<file path="config.mk">
export PLATFORM = sky130hd
export DESIGN_NAME = bus_master_ctrl
export DESIGN_NICKNAME = d
export VERILOG_FILES = /design/src/rtl/bus_master_ctrl.sv
export SDC_FILE = /design/constraint.sdc
export NUM_CORES = 1
export LEC_CHECK = 0
export ABC_AREA = 1
export CAP_MARGIN = 10
export CORE_MARGIN = 2
export CORE_UTILIZATION = 45
export CTS_BUF_LIST = sky130_fd_sc_hd__clkbuf_8
export CTS_CLUSTER_DIAMETER = 60
export DETAILED_ROUTE_END_ITERATION = 16
export PLACE_DENSITY = 0.95
export SLEW_MARGIN = 40
export SYNTH_ARGS = -nofsm -noshare
export SYNTH_HDL_FRONTEND = slang
export SYNTH_SLANG_ARGS = --single-unit
</file>
<file path="constraint.sdc">
create_clock -name clk -period 2.8 [get_ports clk]
set_input_delay 0.42 -clock clk [delete_from_list [all_inputs] [get_ports clk]]
set_output_delay 0.42 -clock clk [all_outputs]
set_load 0.01 [all_outputs]
</file>
<file path="src/rtl/bus_master_ctrl.sv">
// Master-side bus access sequencer: turns a pipeline read/write request into the
// request / grant / strobe / ready handshake, with read capture and slave timeout.
module bus_master_ctrl #(
  parameter int unsigned ADDR_W  = 30,
  parameter int unsigned DATA_W  = 32,
  parameter int unsigned TIMEOUT = 255
) (
  input  logic              clk,
  input  logic              reset,
  input  logic              req,
  input  logic [ADDR_W-1:0] addr,
  input  logic              rw,
  input  logic [DATA_W-1:0] wr_data,
  input  logic              flush,
  output logic [DATA_W-1:0] rd_data,
  output logic              busy,
  output logic              done,
  output logic              err,
  output logic              bus_req_,
  input  logic              bus_grnt_,
  output logic [ADDR_W-1:0] bus_addr,
  output logic              bus_as_,
  output logic              bus_rw,
  output logic [DATA_W-1:0] bus_wr_data,
  input  logic [DATA_W-1:0] bus_rd_data,
  input  logic              bus_rdy_
);

  localparam int unsigned CNT_W = (TIMEOUT > 0) ? $clog2(TIMEOUT + 1) : 1;
  localparam logic [CNT_W-1:0] CNT_MAX = CNT_W'(TIMEOUT);
  localparam logic TO_EN = (TIMEOUT != 0);

  typedef enum logic [1:0] {StIdle, StReq, StAccess, StWait} state_e;

  state_e state_q, state_d;

  logic [CNT_W-1:0]  cnt_q, cnt_d;
  logic              bus_req_q, bus_req_d;
  logic              bus_as_q, bus_as_d;
  logic              bus_rw_q, bus_rw_d;
  logic [ADDR_W-1:0] bus_addr_q, bus_addr_d;
  logic [DATA_W-1:0] bus_wr_data_q, bus_wr_data_d;
  logic [DATA_W-1:0] rd_data_q, rd_data_d;
  logic              done_q, done_d;
  logic              err_q, err_d;

  logic start, complete, abort;

  // A request arriving in the done cycle is ignored to give one turnaround cycle.
  assign start    = (state_q == StIdle) & req & ~flush & ~done_q;
  assign complete = ((state_q == StAccess) | (state_q == StWait)) & ~bus_rdy_;
  assign abort    = TO_EN & (state_q == StWait) & bus_rdy_ & (cnt_q == CNT_MAX);

  always_ff @(posedge clk) begin
    if (reset) begin
      state_q       <= StIdle;
      cnt_q         <= '0;
      bus_req_q     <= 1'b1;
      bus_as_q      <= 1'b1;
      bus_rw_q      <= 1'b1;
      bus_addr_q    <= '0;
      bus_wr_data_q <= '0;
      rd_data_q     <= '0;
      done_q        <= 1'b0;
      err_q         <= 1'b0;
    end else begin
      state_q       <= state_d;
      cnt_q         <= cnt_d;
      bus_req_q     <= bus_req_d;
      bus_as_q      <= bus_as_d;
      bus_rw_q      <= bus_rw_d;
      bus_addr_q    <= bus_addr_d;
      bus_wr_data_q <= bus_wr_data_d;
      rd_data_q     <= rd_data_d;
      done_q        <= done_d;
      err_q         <= err_d;
    end
  end

  always_comb begin
    state_d = state_q;
    unique case (state_q)
      StIdle: begin
        if (start) state_d = StReq;
      end
      StReq: begin
        // Flush wins over a grant sampled on the same edge.
        if (flush)           state_d = StIdle;
        else if (!bus_grnt_) state_d = StAccess;
      end
      StAccess: begin
        state_d = complete ? StIdle : StWait;
      end
      StWait: begin
        if (complete || abort) state_d = StIdle;
      end
      default: state_d = StIdle;
    endcase
  end

  always_comb begin
    bus_req_d     = 1'b1;
    bus_as_d      = 1'b1;
    bus_rw_d      = bus_rw_q;
    bus_addr_d    = bus_addr_q;
    bus_wr_data_d = bus_wr_data_q;
    rd_data_d     = rd_data_q;
    done_d        = 1'b0;
    err_d         = 1'b0;
    cnt_d         = cnt_q;
    unique case (state_q)
      StIdle: begin
        if (start) begin
          bus_req_d     = 1'b0;
          bus_rw_d      = rw;
          bus_addr_d    = addr;
          bus_wr_data_d = wr_data;
        end
      end
      StReq: begin
        if (!flush) begin
          bus_req_d = 1'b0;
          if (!bus_grnt_) begin
            bus_as_d = 1'b0;
            cnt_d    = '0;
          end
        end
      end
      StAccess, StWait: begin
        if (complete) begin
          done_d = 1'b1;
          if (bus_rw_q) rd_data_d = bus_rd_data;
        end else if (abort) begin
          done_d = 1'b1;
          err_d  = 1'b1;
        end else begin
          bus_req_d = 1'b0;
          if (state_q == StWait && cnt_q != {CNT_W{1'b1}}) cnt_d = cnt_q + CNT_W'(1);
        end
      end
      default: ;
    endcase
  end

  assign busy        = ~reset & ((state_q != StIdle) | start);
  assign bus_req_    = bus_req_q;
  assign bus_as_     = bus_as_q;
  assign bus_rw      = bus_rw_q;
  assign bus_addr    = bus_addr_q;
  assign bus_wr_data = bus_wr_data_q;
  assign rd_data     = rd_data_q;
  assign done        = done_q;
  assign err         = err_q;

endmodule

</file>
=== Word-level counts from Yosys, hierarchy flattened ===
Cells that the tools add are included.

* Add/subtract/negate cells: 1
* Eq/ne operators: 13
* Multiplexer cells: 18
* Bitwise gates (word level): 15
* Reductions and logical operators: 13

{| class="wikitable"
|+ Operator list
! operator !! number
|-
| 2-to-1 mux 8 bit || 5
|-
| case mux 8 bit (2 select lines) || 1
|-
| != test 2 bit (second input constant) || 6
|-
| 2-to-1 mux 2 bit || 5
|-
| adder 8 x 1 -> 8 bit (second input constant) || 1
|-
| equality test 8 bit (second input constant) || 1
|-
| != test 8 bit (second input constant) || 1
|-
| case mux 2 bit (4 select lines) || 1
|-
| bitwise AND 1 bit || 7
|-
| NOT 1 bit || 6
|-
| AND reduction 3 bit || 2
|-
| AND reduction 6 bit || 1
|-
| OR reduction 3 bit || 2
|-
| 2-to-1 mux 1 bit || 5
|-
| equality test 2 bit (second input constant) || 2
|-
| nonzero test 2 bit || 2
|-
| OR reduction 2 bit || 2
|-
| != test 3 bit (second input constant) || 1
|-
| case mux 1 bit (3 select lines) || 1
|-
| equality test 2 x 1 -> 1 bit (second input constant) || 1
|-
| logical NOT 2 bit || 1
|-
| != test 2 x 1 -> 1 bit (second input constant) || 1
|-
| bitwise OR 1 bit || 2
|-
| AND reduction 2 bit || 1
|-
| other kinds (2) || 2
|}

* Flip-flop bits (word level): 109
* Input port bits: 101
* Output and inout port bits: 100
* Word-level logic and storage cells: 70

=== Logic depth before layout (Yosys ltp) ===
* Depth after elaboration: 6
* Depth in mapped cells: 11
* Mapped depth without buffers: 9

=== Worst setup path before layout ===
Ideal clock, no wire load.

* Path kind: flip-flop to output port
* Start: register state_q[1]
* End: output port busy
* Data arrival time: 1.054 ns
* Required time: 2.380 ns
* Path slack: 1.326 ns
* Stages on the path, launching flop included: 6
* Cells stage by stage: dfxtp_1 > buf_6 > nor2_2 > nand3_1 > buf_4 > a21oi_2

* Longest elaborated chain between the ends: 6
* Elaborated cells on any way between the ends: 7

{| class="wikitable"
|+ Ends and longest elaborated chain
! item !! line !! text
|-
| from (decl) || 35 || <nowiki>state_e state_q, state_d;</nowiki>
|-
| from (signal assigned) || 56 || <nowiki>state_q <= StIdle;</nowiki>
|-
| from (signal assigned) || 67 || <nowiki>state_q <= state_d;</nowiki>
|-
| logical NOT 2 bit || 50 || <nowiki>assign start = (state_q == StIdle) & req & ~flush & ~done_q;</nowiki>
|-
| bitwise AND 1 bit (3 in a row) || 50 ||
|-
| bitwise OR 1 bit * || 145 || <nowiki>assign busy = ~reset & ((state_q != StIdle) | start);</nowiki>
|-
| bitwise AND 1 bit * || 145 ||
|-
| to (decl) || 16 || <nowiki>output logic busy,</nowiki>
|}

Every way passes the cells marked *; elsewhere a longest branch is shown, timed or not.

=== Worst setup path after layout ===
Same ends and word-level chain as after synthesis.

==> reports/summary.txt <==
outcome: finished, final reports clean
total chip power: 4.521 mW
drt drc: 0
Post-Syn Area: 4146 um2
Iteration-0 DRC Markers: 103
Startpoint Class: flip-flop
post-synth top area share: 52.63%
unrepaired setup endpoints after global routing: false
placed instance area: 6166 um2
Post-synth EDFFs: 0
Fill cells: 685
placed cells: 828
Final Routed Wirelength: 12,050 um
Slew headroom: 61.44%
Final Cell Area: 6401 um2
Clock Path Buffers: 2
Post-CTS Resized: 0
synthesis-to-layout area growth: 54.38%
endpoints failing setup: 0
GRT overflow: 0
die area: 9998 um2
remaining antenna violation count: 0
Finished Layout Cells: 842
total setup buffers inserted after CTS: 0
worst hold path class: flip-flop to flip-flop
post-synthesis cell type count: 26
ranking of synthesized cells by area: dfxtp_1, nand2_1, a21oi_1
post-cts hold buffer count: 0
Synth warnings: 0
CTS tree: done
Clock Latency Late Sink: 350 ps
vias in the first global route: 4,183
fmax: 0.4259 GHz
I/O pin cnt: 201
Seq/Total Area, Yosys: 52.63%
number of diodes: 0
crit path DAT: 1930 ps
Vias/cell: 5.131
PortBufs: 200
worst vdd ir: 360.6 uV
post-DP HPWL: 8739 um
pin count of the biggest net entering global routing: 57
TritonRoute pass-1 iters: 5
Seq cells post-synth: 109
total of max-cap violations: 0
Main synth FF type: dfxtp_1
CP required: 2380 ps
H-tree Lvls: 3
Mapped Cells: 546
DR vias: 4,320
Wirelength per Cell: 14.31 um
pwr dens: 706.2 nW/um2
CTS root buf: clkbuf_8
critical path class: flip-flop to primary output
core outline area: 9109 um2
Num CTS Buffers: 9
Synth area leader: dfxtp_1
crit end category: primary output
Tcrit/Tclk final: 83.85%
Post-synth ARST share: 0%
clock-pin slew on the worst setup and hold paths: 100 ps
synthesized area per cell: 7.594 um2
CP max FO: 10
Site Rows: 35
die span in y: 99.99 um
Slew Limit Fails: 0
initial antenna violation count: 0
fin crit period: 2348 ps
nets@finish: 830
layout cells sized above 1: 5.335%
Pleak: 2.283 nW
first-pass GRT wire length: 19,060 um
Worst Skew: 13.51 ps
count leader, synth: nand2_1
Worst Tran Pin Value: 578.5 ps
GR Util All Layers: 23.49%
Post-Syn Nets: 648
chip width: 99.99 um
Sink Count: 109
gpl congestion: 0.8605
top cells by count, synth: nand2_1, dfxtp_1, a21oi_1
Initial Util: 45.52%
Setup TNS: 0 ps
final hold viol count: 0
==> routing by layer <==
layer	track usage (%)	part of all wire, %	vias up	routed length, um
met2	42.52	51	165	6120
met4	8.430	2.3	0	281
met5	0	0	-	0
met3	6.616	7.6	24	914
met1	26.35	39	2009	4736
li1	-	-	2122	-
==> registers in the layout (all words and copies together) (netlist names) <==
signal       cells
bus_addr        30
bus_as_          1
bus_req_         1
bus_rw           1
bus_wr_data     32
cnt_q            8
done             1
err              1
rd_data         32
state_q          2
==> final cells by class <==
| class | count | area, um2 | area share (%) |
|---|---|---|---|
| Sequential cell | 109 | 2182 | 34.09 |
| Timing Repair Buffer | 207 | 2064 | 32.25 |
| Multi-Input combinational cell | 381 | 1703 | 26.60 |
| Tap cell | 111 | 138.9 | 2.170 |
| Clock buffer | 10 | 137.6 | 2.150 |
| Clock inverter | 4 | 97.59 | 1.525 |
| Inverter | 20 | 77.57 | 1.212 |
==> where the power goes <==
part | internal [mW] | switching [mW]
logic | 0.695 | 0.787
clock network | 0.610 | 0.503
registers | 1.77 | 0.155
total | 3.08 | 1.44
==> per-stage QoR <==
step	utilization [%]	hold WS, ps	setup slack [ps]
after floorplan	-	472.2	1326
after global placement	67.66	447.0	584.1
after CTS	70.27	468.9	432.8
after detailed placement	67.69	453.4	539.4
final	70.27	466.7	452.3
after global routing	70.27	488.6	310.0
==> kinds of logic after synthesis <==
| kind of cell | synth area share, % |
|---|---|
| fa+ha+maj | 0.3017 |
| compound gates | 13.73 |
| flops | 52.63 |
| buf+inv | 6.488 |
| simple gates | 26.86 |
==> cells in the final DEF (no fill, tap or decap), types with 3 or more instances in the layout <==
cell type,count
nor2_2,3
o21ai_1,3
clkbuf_8,10
o21ai_0,6
nand2_1,189
buf_4,7
clkdlybuf4s50_1,199
bufinv_16,3
inv_1,16
nand3_1,44
nor2_1,20
dfxtp_1,109
nand2_2,3
a21oi_1,100
inv_2,3
nor2_4,3
==> worst max-delay path, cell delays in order (launching register included) <==
cell and delay, ps:
dfxtp_1 460, nor2_2 260, nand3_2 110, a21oi_2 170, clkdlybuf4s50_1 570
==> path summary, 6_finish.rpt <==
path                                                from                            to  slack, ps  cells past startpoint
worst max-delay path             state_q[1]$_SDFFE_PP0P_                          busy        450                      4
worst min-delay path            rd_data[20]$_SDFFE_PP0P_      rd_data[20]$_SDFFE_PP0P_        470                      2
worst max register to register   state_q[1]$_SDFFE_PP0P_  bus_wr_data[24]$_SDFFE_PP0P_        820                      6
worst min register to register  rd_data[20]$_SDFFE_PP0P_      rd_data[20]$_SDFFE_PP0P_        470                      2
Power figures use the tool's default switching activity.
